===== src/rtl/uart_tx_queue_if.sv =====
// uart_tx_queue bus: producer write port and transmitter start/done port.
// The master side is the producer/transmitter pair; the slave is the queue.
interface uart_tx_queue_if #(
    parameter int WORD_BITS = 8,
    parameter int ADDR_BITS = 4
);
    logic                 wr_en_i;
    logic [WORD_BITS-1:0] wr_data_i;
    logic                 full_o;
    logic                 empty_o;
    logic [ADDR_BITS:0]   count_o;
    logic                 overflow_o;
    logic                 busy_o;
    logic                 tx_start_o;
    logic [WORD_BITS-1:0] tx_data_o;
    logic                 tx_done_i;

    modport master (
        output wr_en_i,
        output wr_data_i,
        output tx_done_i,
        input  full_o,
        input  empty_o,
        input  count_o,
        input  overflow_o,
        input  busy_o,
        input  tx_start_o,
        input  tx_data_o
    );

    modport slave (
        input  wr_en_i,
        input  wr_data_i,
        input  tx_done_i,
        output full_o,
        output empty_o,
        output count_o,
        output overflow_o,
        output busy_o,
        output tx_start_o,
        output tx_data_o
    );
endinterface


===== src/rtl/uart_tx_queue.sv =====
// uart_tx_queue: circular FIFO feeding the UART transmitter.
// A dispatcher pops one word, pulses start, then waits for done.
module uart_tx_queue #(
    parameter int WORD_BITS = 8,
    parameter int ADDR_BITS = 4
) (
    input  logic            clk_i,
    input  logic            reset_n_i,
    uart_tx_queue_if.slave  bus
);
    localparam int DEPTH = 2 ** ADDR_BITS;
    localparam logic [ADDR_BITS:0] FULL_CNT = (ADDR_BITS + 1)'(DEPTH);

    typedef enum logic [1:0] {
        S_IDLE  = 2'd0,
        S_START = 2'd1,
        S_WAIT  = 2'd2
    } state_t;

    state_t               r_state;
    state_t               w_state_nxt;

    logic [WORD_BITS-1:0] r_mem [DEPTH];
    logic [ADDR_BITS-1:0] r_wr_ptr;
    logic [ADDR_BITS-1:0] r_rd_ptr;
    logic [ADDR_BITS:0]   r_count;

    logic                 r_tx_start;
    logic [WORD_BITS-1:0] r_tx_data;
    logic                 r_busy;
    logic                 r_overflow;

    logic                 w_full;
    logic                 w_empty;
    logic                 w_accept;
    logic                 w_pop;

    // Status flags come straight from the registered count.
    assign w_full   = (r_count == FULL_CNT);
    assign w_empty  = (r_count == '0);

    // A full queue drops the write even if a pop frees a slot this cycle.
    assign w_accept = bus.wr_en_i && !w_full;
    assign w_pop    = (r_state == S_IDLE) && !w_empty;

    // Dispatcher next-state: pop in IDLE, one START cycle, park in WAIT.
    always_comb begin
        w_state_nxt = r_state;
        unique case (r_state)
            S_IDLE: begin
                if (w_pop) w_state_nxt = S_START;
            end
            S_START: begin
                w_state_nxt = S_WAIT;
            end
            S_WAIT: begin
                if (bus.tx_done_i) w_state_nxt = S_IDLE;
            end
            default: begin
                w_state_nxt = S_IDLE;
            end
        endcase
    end

    // Dispatcher state register.
    always_ff @(posedge clk_i or negedge reset_n_i) begin
        if (!reset_n_i) begin
            r_state <= S_IDLE;
        end else begin
            r_state <= w_state_nxt;
        end
    end

    // Storage array; contents are don't-care after reset.
    always_ff @(posedge clk_i) begin
        if (w_accept) begin
            r_mem[r_wr_ptr] <= bus.wr_data_i;
        end
    end

    // Pointers wrap naturally at the array depth.
    always_ff @(posedge clk_i or negedge reset_n_i) begin
        if (!reset_n_i) begin
            r_wr_ptr <= '0;
            r_rd_ptr <= '0;
        end else begin
            if (w_accept) r_wr_ptr <= r_wr_ptr + 1'b1;
            if (w_pop)    r_rd_ptr <= r_rd_ptr + 1'b1;
        end
    end

    // Occupancy: simultaneous accept and pop cancel out.
    always_ff @(posedge clk_i or negedge reset_n_i) begin
        if (!reset_n_i) begin
            r_count <= '0;
        end else begin
            unique case ({w_accept, w_pop})
                2'b10:   r_count <= r_count + 1'b1;
                2'b01:   r_count <= r_count - 1'b1;
                default: r_count <= r_count;
            endcase
        end
    end

    // Registered outputs; tx data only moves on the IDLE->START edge.
    always_ff @(posedge clk_i or negedge reset_n_i) begin
        if (!reset_n_i) begin
            r_tx_start <= 1'b0;
            r_tx_data  <= '0;
            r_busy     <= 1'b0;
            r_overflow <= 1'b0;
        end else begin
            r_tx_start <= (w_state_nxt == S_START);
            r_busy     <= (w_state_nxt != S_IDLE);
            r_overflow <= bus.wr_en_i && w_full;
            if (w_pop) r_tx_data <= r_mem[r_rd_ptr];
        end
    end

    assign bus.full_o     = w_full;
    assign bus.empty_o    = w_empty;
    assign bus.count_o    = r_count;
    assign bus.overflow_o = r_overflow;
    assign bus.busy_o     = r_busy;
    assign bus.tx_start_o = r_tx_start;
    assign bus.tx_data_o  = r_tx_data;

endmodule


===== src/flat_wrapper.sv =====
// flat-port wrapper written by rule: the top's interface ports become plain ports
module uart_tx_queue_flat 
#(
    parameter int WORD_BITS = 8,
    parameter int ADDR_BITS = 4
)
  (clk_i, reset_n_i, bus_wr_en_i, bus_wr_data_i, bus_tx_done_i, bus_full_o, bus_empty_o, bus_count_o, bus_overflow_o, bus_busy_o, bus_tx_start_o, bus_tx_data_o);
  uart_tx_queue_if #(.WORD_BITS(WORD_BITS), .ADDR_BITS(ADDR_BITS)) bus_i ();
  input  logic clk_i;
  input  logic reset_n_i;
  input wire logic [$bits(bus_i.wr_en_i)-1:0] bus_wr_en_i;
  input wire logic [$bits(bus_i.wr_data_i)-1:0] bus_wr_data_i;
  input wire logic [$bits(bus_i.tx_done_i)-1:0] bus_tx_done_i;
  output wire logic [$bits(bus_i.full_o)-1:0] bus_full_o;
  output wire logic [$bits(bus_i.empty_o)-1:0] bus_empty_o;
  output wire logic [$bits(bus_i.count_o)-1:0] bus_count_o;
  output wire logic [$bits(bus_i.overflow_o)-1:0] bus_overflow_o;
  output wire logic [$bits(bus_i.busy_o)-1:0] bus_busy_o;
  output wire logic [$bits(bus_i.tx_start_o)-1:0] bus_tx_start_o;
  output wire logic [$bits(bus_i.tx_data_o)-1:0] bus_tx_data_o;
  assign bus_i.wr_en_i = bus_wr_en_i;
  assign bus_i.wr_data_i = bus_wr_data_i;
  assign bus_i.tx_done_i = bus_tx_done_i;
  assign bus_full_o = bus_i.full_o;
  assign bus_empty_o = bus_i.empty_o;
  assign bus_count_o = bus_i.count_o;
  assign bus_overflow_o = bus_i.overflow_o;
  assign bus_busy_o = bus_i.busy_o;
  assign bus_tx_start_o = bus_i.tx_start_o;
  assign bus_tx_data_o = bus_i.tx_data_o;
  uart_tx_queue #(.WORD_BITS(WORD_BITS), .ADDR_BITS(ADDR_BITS)) u_core (.clk_i(clk_i), .reset_n_i(reset_n_i), .bus(bus_i));
endmodule

===== config.mk =====
export PLATFORM = sky130hd
export DESIGN_NAME = uart_tx_queue_flat
export DESIGN_NICKNAME = d
export VERILOG_FILES = /design/src/rtl/uart_tx_queue_if.sv /design/src/rtl/uart_tx_queue.sv /design/src/flat_wrapper.sv
export SDC_FILE = /design/constraint.sdc
export NUM_CORES = 1
export LEC_CHECK = 0
export ABC_CLOCK_PERIOD_IN_PS = 3400
export BUFFER_PORTS_ARGS = -buffer_cell sky130_fd_sc_hd__buf_2
export CAP_MARGIN = 25
export CORE_ASPECT_RATIO = 1.25
export CORE_MARGIN = 2
export CORE_UTILIZATION = 30
export CTS_CLUSTER_SIZE = 24
export DETAILED_ROUTE_END_ITERATION = 6
export GPL_TIMING_DRIVEN = 0
export PLACE_DENSITY = 0.42
export REMOVE_ABC_BUFFERS = 1
export SLEW_MARGIN = 20
export SYNTH_ARGS = -nofsm -noshare
export SYNTH_HDL_FRONTEND = slang
export SYNTH_SLANG_ARGS = --single-unit

===== constraint.sdc =====
create_clock -name clk_i -period 3.4 [get_ports clk_i]
set_input_delay 0 -clock clk_i [delete_from_list [all_inputs] [get_ports clk_i]]
set_output_delay 0 -clock clk_i [all_outputs]
set_load 0.02 [all_outputs]

# [Word-level counts from Yosys, hierarchy flattened]
# Memories as Yosys holds them, arrays and structs flattened. A register that Yosys moved wholly into a read port is not among the register bits.
# Index checks and enable logic that the tools add are counted.
# W data, S select, Z words.
[word_totals] ramBits=128 n_memories=1 reg_bits=18 out_inout_bits=18 inputBits=12
[classes] reduce_logical=10 addsub=4 n_eq_ne=6 n_mux=6
[memory_table] name="u_core.r_mem" depth=16 word_bits=8 read_ports=1 rd_clocked_by_memory_dff=1 wr=1 line_no="uart_tx_queue.sv:23" text="logic [WORD_BITS-1:0] r_mem [DEPTH];"
[ops] op="$pmux W5 S2" count=1
[ops] op="$add A4 B1 Y4 const B" count=2
[ops] op="$eq A2 B1 Y1 const B" count=3
[ops] op="$pmux W2 S3" count=1
[ops] op="$add A5 B1 Y5 const B" count=1
[ops] op="$eq A5 B5 Y1 const B" count=1
[ops] op="$logic_not A5 Y1" count=1
[ops] op="$sub A5 B1 Y5 const B" count=1
[ops] op="$eq A2 B2 Y1 const B" count=2
[ops] op="$mux W2" count=2
[ops] op="$reduce_bool A2 Y1" count=2
[ops] op="$logic_and A1 B1 Y1" count=3
[ops] op="$logic_not A1 Y1" count=3
[ops] op="$logic_not A2 Y1" count=1
[ops] op="$mux W1" count=2

# [Longest topological paths before layout]
# Gate-level depths: netlist (run 1).
[depth] word_depth=6 depth_mapped=12 depth_no_buf=10

# [Worst setup path after synthesis (run 1)]
# No wires, ideal clock.
[synth_path] kind="reg-to-reg" startpoint="register u_core.r_count[2], in the netlist u_core.bus.count_o[2]" endpoint="register u_core.r_count[4], in the netlist u_core.bus.count_o[4]" synth_period_minus_slack_ns=2.684 path_stages_with_launch=13 setup_ns=0.125 path_buffers=3 slack_ns=0.716 t_arrival_ns=2.559 required_time_ns=3.275 cell_sequence="dfrtp_1 -> buf_4 -> nor4_4 -> a21boi_1 -> buf_2 -> ha_1 -> clkbuf_1 -> xor2_1 -> ha_1 -> inv_1 -> a222oi_1 -> nor3_1 -> xnor2_1"
[synth_between] elab_chain_cells=5 elab_cells_between_ends=12
[synth_rtl] item="start: declaration" line_no="uart_tx_queue.sv:26" text="logic [ADDR_BITS:0] r_count;"
[synth_rtl] item="start signal: assignment" line_no="uart_tx_queue.sv:98" text="2'b10: r_count <= r_count + 1'b1;"
[synth_rtl] item="start signal: assignment" line_no="uart_tx_queue.sv:99" text="2'b01: r_count <= r_count - 1'b1;"
[synth_rtl] item="start signal: assignment" line_no="uart_tx_queue.sv:100" text="default: r_count <= r_count;"
[synth_rtl] item="$logic_not A5 Y1 (*)" line_no="uart_tx_queue.sv:40" text="assign w_empty = (r_count == '0);"
[synth_rtl] item="$logic_not A1 Y1 (*)" line_no="uart_tx_queue.sv:44" text="assign w_pop = (r_state == S_IDLE) && !w_empty;"
[synth_rtl] item="$logic_and A1 B1 Y1 (*)" line_no="uart_tx_queue.sv:44"
[synth_rtl] item="net u_core.w_pop" line_no="uart_tx_queue.sv:36" text="logic w_pop;"
[synth_rtl] item="$eq A2 B1 Y1 / $eq A2 B2 Y1 (equally long branches)" line_no="uart_tx_queue.sv:97" text="unique case ({w_accept, w_pop})"
[synth_rtl] item="$pmux W5 S2 / $reduce_bool A2 Y1 (equally long branches)"
# The timed path passes the listed nets; every way through them passes the cells marked *.
# A chain may end at the register's enable or synchronous reset.

# [Worst setup path after layout (run 1)]
[layout_path] startpoint="register u_core.r_state[1]" endpoint="register u_core.r_count[4], in the netlist u_core.bus.count_o[4]"
[layout_between] elab_chain_cells=4 elab_cells_between_ends=6
[layout_rtl] item="start: declaration" line_no="uart_tx_queue.sv:20" text="state_t r_state;"
[layout_rtl] item="start signal: assignment" line_no="uart_tx_queue.sv:70" text="r_state <= w_state_nxt;"
[layout_rtl] item="$logic_not A2 Y1 (*)" line_no="uart_tx_queue.sv:44"
[layout_rtl] item="$logic_and A1 B1 Y1 (*)" line_no="uart_tx_queue.sv:44"
[layout_rtl] item="$eq A2 B1 Y1 / $eq A2 B2 Y1 (equally long branches)" line_no="uart_tx_queue.sv:97"
[layout_rtl] item="$pmux W5 S2 / $reduce_bool A2 Y1 (equally long branches)"
# Mark *: on every way between the ends. The rest lies on a longest branch, timed or not.

==> results.toml, run 1 <==
[outcome]
status = "finished, final reports clean"

[sta]
setup_viol = 0
rsz0062_at_grt = "no"
report.final.slew_viol_count = 0
hold_viol_final = 0
finalCritPeriodShare_pct = 81.1
slew_headroom_pct = 35.7
worst_slack_ps = 642
finalClockSkew_ps = 10.5
post-route-min-period_ps = 2760
max_freq_mhz = 363
tightest_slew_ps = 960

[routing]
firstDrtPassIters = 5
vias_per_cell = 4.65
highest_layer = "met4"
via_count = 3059
wl_met2_mm = 6.86
wl_met1_mm = 5.51
drc = 0
wire_per_inst_um = 19.9
drt_iter0_drc = 214
postRouteAntennaNets = 0
wl_met3_um = 458
wl_mm = 13.1

[clocking]
cts_tree = "built"
post_cts_buffers = 0
cts.clk_slew.worst_paths_ps = 60
htree_levels = 4
clock-sinks = 154
cts_buffers = 17
cts.path.max_buffers = 2
cts-resized-gates = 0
root_buffer = "clkbuf_16"
clk_latency_ps = 420

[power_and_ir_drop]
power_switching_w = 0.00204
irDropWorstVdd_mv = 0.373
p_per_area_nw_per_um2 = 877
p_sw_share_pct = 31.3
p_leak_nw = 2.56
p_clk_share_pct = 30.0
seqPwrFrac_pct = 42.3
intPower_w = 0.00448
p_comb_share_pct = 27.7

[finish]
final_area_sq_um = 7430
final.fill_count = 1864
fin_nets = 395
ff_latch_area_sq_um = 4500
drive_gt1_share_pct = 28.4
area_growth_pct = 19.7
insertedDiodeCount = 0
utilization_pct = 36.7
multiInputGateArea_sq_um = 1600
instances_no_fill = 658

[placed_design]
globalplace.congestion = 0.743
port_buffers = 29
placed_area_sq_um = 6670
place_inst = 610
dp_hpwl_mm = 8.35
pre_cts_slack_ps = 621

[flow_run]
drv_cap = 0

[floorplan]
dieHeight_um = 165
core_sq_um = 20200
rows = 58
die_area_sq_um = 21900
ios = 30
die_x_um = 133
start_util_pct = 30.7

[logic_synthesis]
async_flop_share_pct = 16.9
synth.avg_cell_area_sq_um = 19.2
synth_seq_cells = 154
yosysWarnings = 0
synth_edf_count = 128
netlist_area_sq_um = 6210
synth-main-ff-cell = "edfxtp_1"
synth_cells = 324
yosysSeqAreaShare_pct = 72.4
yosys.cell_types.count = 37

[setup_path]
r2r_end = "u_core.bus.count_o[4]"
path_cells = "nor2_1, a21boi_2, ha_1, xor2_1, ha_1, inv_1, a222oi_1, nor3_1, xnor2_1"
rrSetupSlack_ps = 640
endpoint_kind = "flip-flop"
arrival_ps = 3050
worstSetupStartpoint = "u_core.r_state[1]"
critical_path_cell_count = 9
endpoint = "u_core.bus.count_o[4]"
reg2reg_depth = 9
path_class = "reg2reg"
slowest_delay_ps = 550
crit_required_ps = 3700
cp_max_fo = 11
critPathLaunchType = "flip-flop"
cpMostUsedCell = "ha_1"
path_delay_family = "compound AO/OA/AOI/OAI gates"
path_buf_inv = 1
r2r_start = "u_core.r_state[1]"
cp_slowest_cell = "a21boi_2"

[global_route]
overflow = 0
antenna_found_initial = 0
grt_start_max_net_pins = 35
grt_pass1_vias = 3265
grt_usage_pct = 12.9
grt_first_pass_wirelength_mm = 19.9

[min_path]
min_path_type = "in2async"
## cells in the mapped netlist (2+ instances only)
master | count | share of area [%]
a21boi_0 | 2 | 0.24
a21oi_1 | 11 | 0.89
buf_1 | 3 | 0.18
buf_2 | 5 | 0.40
buf_4 | 2 | 0.24
buf_6 | 3 | 0.54
clkbuf_1 | 5 | 0.30
dfrtp_1 | 26 | 10
edfxtp_1 | 128 | 62
ha_1 | 8 | 1.6
inv_1 | 6 | 0.36
mux2_2 | 11 | 2.0
mux4_1 | 13 | 5.5
mux4_2 | 19 | 6.9
nand2_1 | 8 | 0.48
nand2b_1 | 3 | 0.30
nand4_1 | 2 | 0.20
nor2_1 | 17 | 1.0
nor3_1 | 6 | 0.48
o21ai_0 | 2 | 0.16
o22ai_1 | 16 | 1.6
or2_2 | 2 | 0.20
xnor2_1 | 7 | 0.99
xor2_1 | 6 | 0.85
## layer usage
| metal | vias to the layer above | GRT usage [%] |
|---|---|---|
| met5 | - | 0 |
| met4 | 0 | 6.26 |
| li1 | 1401 | - |
| met2 | 57 | 22.9 |
| met3 | 14 | 3.19 |
| met1 | 1587 | 14.7 |
## flip-flops by register name (all words and copies together) (netlist names)
name	cells
u_core.bus.busy_o	1
u_core.bus.overflow_o	1
u_core.r_wr_ptr	4
u_core.r_state	2
u_core.bus.count_o	5
u_core.r_rd_ptr	4
u_core.r_mem	128
u_core.bus.tx_start_o	1
u_core.bus.tx_data_o	8
## worst register-to-register path, delay by kind of cell (launching register included)
| kind | cells | cell delay (ps) |
|---|---|---|
| AOI/OAI and AO/OA | 2 | 840 |
| xor gates and xnor gates | 2 | 310 |
| adders and majority gates | 2 | 620 |
| buffers and inverters | 1 | 50 |
| DFF | 1 | 390 |
| and+or+nand+nor | 2 | 420 |
## power by group through the flow
stage	registers, W	logic [W]	clock network, W
6_report	0.00276	0.00181	0.00196
5_1_grt	0.00282	0.00199	0.00207
4_1_cts	0.00278	0.00185	0.00200
3_5_place_dp	0.00282	0.00183	0
3_3_place_gp	0.00286	0.00172	0
2_1_floorplan	0.00282	0.00114	0
## worst min-delay path by stage
stage	endpoint	cells past startpoint	slack, ps	startpoint
after floorplan	u_core.bus.busy_o	0	-300	reset_n_i
after global placement	u_core.bus.count_o[0]	1	60	reset_n_i
after detailed placement	u_core.bus.count_o[0]	1	70	reset_n_i
after CTS	u_core.bus.count_o[3]	2	150	reset_n_i
after global routing	u_core.bus.count_o[0]	2	180	reset_n_i
final	u_core.bus.count_o[0]	2	140	reset_n_i
## cell usage in the layout (no fill, tap or decap), drive strengths merged, types with 7 or more instances in the layout
cell           n
dfrtp         26
nor2          17
a21oi         11
dlygate4sd3   11
nand2          8
buf           40
xnor2          7
inv            7
ha             8
mux4          32
mux2          11
clkbuf        21
edfxtp       128
o22ai         16
## per-stage QoR
stage | total power (W) | hold slack, ps | setup TNS, ps
floorplan | 0.00396 | -296 | 0
global placement | 0.00458 | 59.0 | -610
detailed placement | 0.00465 | 70.9 | 0
CTS | 0.00663 | 153 | 0
global route | 0.00689 | 185 | 0
finish | 0.00652 | 145 | 0
## kinds of logic (layout without fill, tap and decap cells)
family / after synthesis / count (layout) / synth area share [%]
compound gates: 38 / 38 / 4.09
xor+xnor: 13 / 13 / 1.83
fa+ha+maj: 8 / 8 / 1.61
buf+inv: 25 / 89 / 2.20
flops: 154 / 154 / 72.4
mux: 43 / 43 / 14.4
simple gates: 43 / 43 / 3.51
## what timing repair did
item	in CTS	in global routing
setup endpoints to repair	0	0
hold endpoints to repair	156	0
hold buffers	11	0
## area by class of cell
| type | count | share of cell area [%] |
|---|---|---|
| clock buffer | 21 | 5.93 |
| clock inverter | 11 | 2.29 |
| inverter | 6 | 0.303 |
| multi-input combinational | 145 | 21.6 |
| sequential | 154 | 60.5 |
| tap | 270 | 4.55 |
| timing repair buffer | 51 | 4.82 |
No activity file was read; power rests on OpenSTA's default activity.
==> inputs of run 2 (changes only) <==
Settings changed: ABC_AREA set to 1, ABC_CLOCK_PERIOD_IN_PS 3400 to 2300, PLACE_DENSITY 0.42 to 0.43.
Clock period 3.4 ns to 2.3 ns, I/O delays scaled along.
==> run 2 against run 1 <==
Net effect:
- setup slack worse by 580 ps
- critical path type unchanged
- synthesized cell count increased by 110%
- largest cell class unchanged
- non-clock buffer count decreased by 6
- routed wire length up 26%
- critical path depth increased by 6
- clock skew grew 0.75 ps
- hold slack worse by 130 ps
- clock power is 45% higher
==> results.toml, run 2 <==
[power_and_ir_drop]
p_sw_share_pct = 38.3
p_leak_nw = 3.55
intPower_w = 0.00642
p_per_area_nw_per_um2 = 1290
power_w = 0.0104
p_comb_share_pct = 35.1
seqPwrFrac_pct = 37.5
p_clk_share_pct = 27.4
irDropWorstVdd_mv = 0.605
power_switching_w = 0.00398

[sta]
max_freq_mhz = 447
slew_headroom_pct = 48.2
fin_hold_ws_ps = 10.6
tightest_slew_ps = 777
post-route-min-period_ps = 2230
setup_viol = 0
hold_viol_final = 0
rsz0062_at_grt = "yes"
finalCritPeriodShare_pct = 97.2
finalClockSkew_ps = 11.3
report.final.slew_viol_count = 0

[global_route]
grtUsageMet1_pct = 17.6
grt_first_pass_wirelength_mm = 25.1
grt_usage_pct = 14.0
met2_usage_pct = 23.9
grt_pass1_vias = 4428
antenna_found_initial = 0
grt_start_max_net_pins = 66
use_met3_pct = 3.05
overflow = 0
busiest_layer = "met2"

[clocking]
htree_levels = 4
cts_tree = "built"
cts.path.max_buffers = 2
clk_latency_ps = 430
root_buffer = "clkbuf_16"
cts.clk_slew.worst_paths_ps = 60
clock-sinks = 154
cts_buffers = 17

[min_path]
min_path_type = "in2reg"
holdPathStages = 1

[placed_design]
globalplace.congestion = 0.799
port_buffers = 29
dp_hpwl_mm = 10.0
placed_area_sq_um = 7200

[finish]
insertedDiodeCount = 0
fin_nets = 744
layout_common_cells = "nand2_1 (227), edfxtp_1 (128), inv_1 (119), nand3_1 (102), buf_2 (29)"
mostFrequentLayoutCell = "nand2_1"
final_area_sq_um = 8090
area_growth_pct = 18.5
drive_gt1_share_pct = 12.6
largest_register_ffs = 128
utilization_pct = 36.3
largest_register = "u_core.r_mem"

[floorplan]
dieHeight_um = 173
start_util_pct = 30.6
die_area_sq_um = 24000
die_x_um = 139
core_sq_um = 22300
ios = 30
rows = 61

[logic_synthesis]
ys_top_cells_by_area = "edfxtp_1 (56%), nand2_1 (13%), dfrtp_1 (9.5%), nand3_1 (7.6%), inv_1 (6.7%)"
netlist_area_sq_um = 6830
ys_top_cells_by_count = "nand2_1 (228), edfxtp_1 (128), inv_1 (121), nand3_1 (103), dfrtp_1 (26)"
synth_edf_count = 128
synth_cells = 687
synth_top_area_cell = "edfxtp_1"
synth_seq_cells = 154
synth_top_cell_area_share_pct = 56.3
yosys.cell_types.count = 22
synth.avg_cell_area_sq_um = 9.93
yosysSeqAreaShare_pct = 65.8
synth.most_common_cell = "nand2_1"
async_flop_share_pct = 16.9
yosysWarnings = 0
synth-main-ff-cell = "edfxtp_1"

[routing]
postRouteAntennaNets = 0
firstDrtPassIters = 6
drt_iter0_drc = 347
drc = 0
wl_mm = 16.4
vias_per_cell = 4.53
wire_per_inst_um = 16.1
via_count = 4616

[setup_path]
endpoint_kind = "flip-flop"
cp_max_fo = 5
slowest_delay_ps = 420
reg2reg_depth = 15
path_cells = "nor2_2, nand4_1, nand2_4, clkinvlp_4, ha_4, xor2_2, ha_1, inv_1, nand2_1, nand3_2, nand2_1, nand2_1, nand2_1, nand2_1, nand2_1"
crit_required_ps = 2620
cpMostUsedCell = "nand2_1"
cp_slowest_cell = "dfrtp_1"
critPathLaunchType = "flip-flop"
arrival_ps = 2560
path_class = "reg2reg"

[outcome]
status = "finished, final reports clean"

[flow_run]
drv_cap = 0
run 2: changes by cell type in the layout (fill, tap and decap cells not counted), sizes merged, moves of 11 or more:
| cell | change |
|---|---|
| mux4 | -32 |
| a21oi | -11 |
| inv | +114 |
| o22ai | -15 |
| nand3 | +102 |
| nand2 | +220 |
| mux2 | -11 |
run 2: routing by layer:
layer / up-vias / part of all wire [%]
met2: 103 / 51
met4: 0 / 1.6
li1: 2261 / -
met1: 2233 / 44
met3: 19 / 4.2
met5: - / 0
run 2: cell families (layout without fill, tap and decap cells):
group,after synthesis,count (layout),share of synthesized area (%)
xor gates and xnor gates,9,9,1.15
and+or+nand+nor,356,356,21.6
adders and majority gates,8,8,1.47
DFF,154,154,65.8
buffers and inverters,151,201,9.13
AOI/OAI and AO/OA,9,9,0.807
run 2: power groups by stage:
stage | registers [W] | logic [W] | clock network [W]
floorplan | 0.00405 | 0.00200 | 0
global placement | 0.00409 | 0.00317 | 0
detailed placement | 0.00396 | 0.00338 | 0
CTS | 0.00390 | 0.00355 | 0.00289
global route | 0.00397 | 0.00412 | 0.00300
finish | 0.00390 | 0.00365 | 0.00285
run 2: cell type report:
class | count | area (sq um)
fillers | 2224 | 14200
flip-flops and latches | 154 | 4500
multi-input cells | 382 | 1840
clock buffers | 24 | 482
inverters | 124 | 478
well taps | 283 | 354
repair buffers | 45 | 312
clock inverters | 8 | 118
run 2: critical path, delay by kind of cell (launching register included):
kind	cells	cell delay, ps
XOR/XNOR	1	180
adder cells (fa/ha/maj)	2	400
buffers and inverters	2	200
flip-flops	1	420
AND/OR/NAND/NOR	10	920
run 2: repair_timing:
action / in CTS / in global routing
buffers inserted: 3 / 3
endpoints found under the setup margin: 131 / 63
hold endpoints to repair: 112 / 0
gates resized for setup: 24 / 19
pin swaps: 2 / 2
hold buffers: 9 / 0
cloned: 0 / 0
run 2: per-stage QoR:
| stage | setup WS [ps] | instances | setup TNS, ps |
|---|---|---|---|
| floorplan | -326 | 660 | -2910 |
| detailed placement | -897 | 973 | -9480 |
| CTS | -40.3 | 1017 | -40.3 |
| global route | -118 | 1020 | -3010 |
| finish | 65.0 | 1020 | 0 |
| global placement | -2210 | 972 | -25410 |
run 2: final timing paths:
kind,slack [ps],from,end
max,70,u_core.bus.count_o[3],u_core.bus.count_o[4]
max reg2reg,70,u_core.bus.count_o[3],u_core.bus.count_o[4]
min reg2reg,470,u_core.bus.tx_data_o[6],u_core.bus.tx_data_o[6]
min,10,bus_wr_data_i[3],u_core.r_mem[4][3]
min in group asynchronous,160,reset_n_i,u_core.bus.count_o[2]
max in group asynchronous,1630,reset_n_i,u_core.r_rd_ptr[1]
==> inputs of run 3 (changes only) <==
Settings changed: ABC_CLOCK_PERIOD_IN_PS 2300 to 2500, PLACE_DENSITY 0.43 to 0.42.
Clock period 2.3 ns to 2.5 ns, I/O delays scaled along.
==> run 3 against run 2 <==
Net effect:
- count of clock-buffer cells in the layout fell by 6
- clock skew hardly changed
- maximum frequency is 3.8% lower
- critical endpoint unchanged
- cell count is 0.39% lower
- flip-flop and latch count unchanged
==> results.toml, run 3 (synthesis gave the netlist of run 2 again) <==
[outcome]
status = "finished, final reports clean"

[routing]
wire_per_inst_um = 16.6
wl_mm = 16.9
drc = 0
vias_per_cell = 4.42
drt_iter0_drc = 349
firstDrtPassIters = 4
postRouteAntennaNets = 0
via_count = 4494

[placed_design]
place_inst = 975
port_buffers = 29
globalplace.congestion = 0.806
dp_hpwl_mm = 10.1
placed_area_sq_um = 7250

[sta]
hold_viol_final = 0
post-route-min-period_ps = 2320
slew_headroom_pct = 38.3
finalSetupTns_ps = 0
finalCritPeriodShare_pct = 92.9
tightest_slew_ps = 923
setup_viol = 0
report.final.slew_viol_count = 0
finalClockSkew_ps = 11.1
fin_hold_ws_ps = 0.520
max_freq_mhz = 430
rsz0062_at_grt = "yes"

[clocking]
clk_latency_ps = 430
clock-sinks = 154
root_buffer = "clkbuf_16"
cts.clk_slew.worst_paths_ps = 60
cts_tree = "built"
cts_buffers = 17
htree_levels = 4
cts.path.max_buffers = 2

[setup_path]
slowest_delay_ps = 430
path_cells = "nor2_2, nand4_1, nand2_4, clkinvlp_4, ha_2, xor2_1, ha_1, inv_1, nand2_1, nand3_1, nand3_1, nand2_1, nand2_1, nand2_1"
cp_max_fo = 7
rrSetupSlack_ps = 180
worstSetupStartpoint = "u_core.bus.count_o[2]"
r2r_start = "u_core.bus.count_o[2]"
endpoint_kind = "flip-flop"
arrival_ps = 2650
critPathLaunchType = "flip-flop"
cpMostUsedCell = "nand2_1"
crit_required_ps = 2820
cp_slowest_cell = "dfrtp_1"
path_buf_inv = 2
path_class = "reg2reg"
path_delay_family = "simple AND/OR/NAND/NOR gates"

[global_route]
grt_pass1_vias = 4394
grt_start_max_net_pins = 66
grt_usage_pct = 14.5
overflow = 0
grt_first_pass_wirelength_mm = 26.0
antenna_found_initial = 0

[floorplan]
dieHeight_um = 173
die_x_um = 139
core_sq_um = 22300
start_util_pct = 30.6
die_area_sq_um = 24000
ios = 30
rows = 61

[power_and_ir_drop]
power_switching_w = 0.00366
irDropWorstVdd_mv = 0.641
p_clk_share_pct = 30.0
p_leak_nw = 3.57
p_sw_share_pct = 37.2
seqPwrFrac_pct = 36.5
p_comb_share_pct = 33.5
intPower_w = 0.00616
p_per_area_nw_per_um2 = 1220

[finish]
layout_common_cells = "nand2_1 (226), edfxtp_1 (128), inv_1 (119), nand3_1 (103), buf_2 (29)"
largest_register = "u_core.r_mem"
drive_gt1_share_pct = 12.0
fin_nets = 740
insertedDiodeCount = 0
final.fill_count = 2247
largest_register_ffs = 128
final_area_sq_um = 8050
utilization_pct = 36.1
area_growth_pct = 17.9
mostFrequentLayoutCell = "nand2_1"
instances_no_fill = 1016

[min_path]
min-delay-start = "bus_wr_data_i[0]"
min_path_type = "in2reg"

[flow_run]
drv_cap = 0
## run 3: worst paths after layout
path,to,cells after the start
worst min-delay path,u_core.r_mem[9][0],1
worst max register to register,u_core.bus.count_o[4],14
worst max-delay path,u_core.bus.count_o[4],14
max in group asynchronous,u_core.r_rd_ptr[0],2
worst min register to register,u_core.bus.tx_data_o[1],2
min in group asynchronous,u_core.bus.tx_start_o,2
## run 3: timing repair
| action | CTS | global route |
|---|---|---|
| hold buffers | 4 | 0 |
| gates resized for setup | 4 | 14 |
| pin swaps | 0 | 2 |
| hold endpoints to repair | 37 | 0 |
| setup endpoints to repair | 7 | 112 |
| setup buffers | 1 | 4 |
## run 3: stage by stage
step | worst slack (ps) | power (W)
floorplan | -126 | 0.00557
global placement | -2150 | 0.00670
detailed placement | -602 | 0.00684
CTS | -54.5 | 0.00985
global route | -78.1 | 0.0105
finish | 176 | 0.00982
## run 3: power by group through the flow
stage | clock (W) | combinational (W) | sequential [W]
4_1_cts | 0.00300 | 0.00326 | 0.00359
3_5_place_dp | 0 | 0.00319 | 0.00364
3_3_place_gp | 0 | 0.00291 | 0.00379
5_1_grt | 0.00310 | 0.00374 | 0.00364
2_1_floorplan | 0 | 0.00184 | 0.00373
6_report | 0.00294 | 0.00330 | 0.00358
## run 3: routing by layer
layer  vias to the layer above  wire, um  GRT usage (%)
li1                       2256         -              -
met1                      2169      7910           18.9
met2                        53      8360           24.7
met3                        16       379           2.74
met4                         0       195           4.17
met5                         -         0              0
## run 3: cell type report
class	count	area [sq um]	area share [%]
clock inverters	14	244	3.03
repair buffers	41	298	3.70
multi-input cells	382	1750	21.7
well taps	283	354	4.40
flip-flops and latches	154	4500	55.9
inverters	124	475	5.91
clock buffers	18	429	5.33
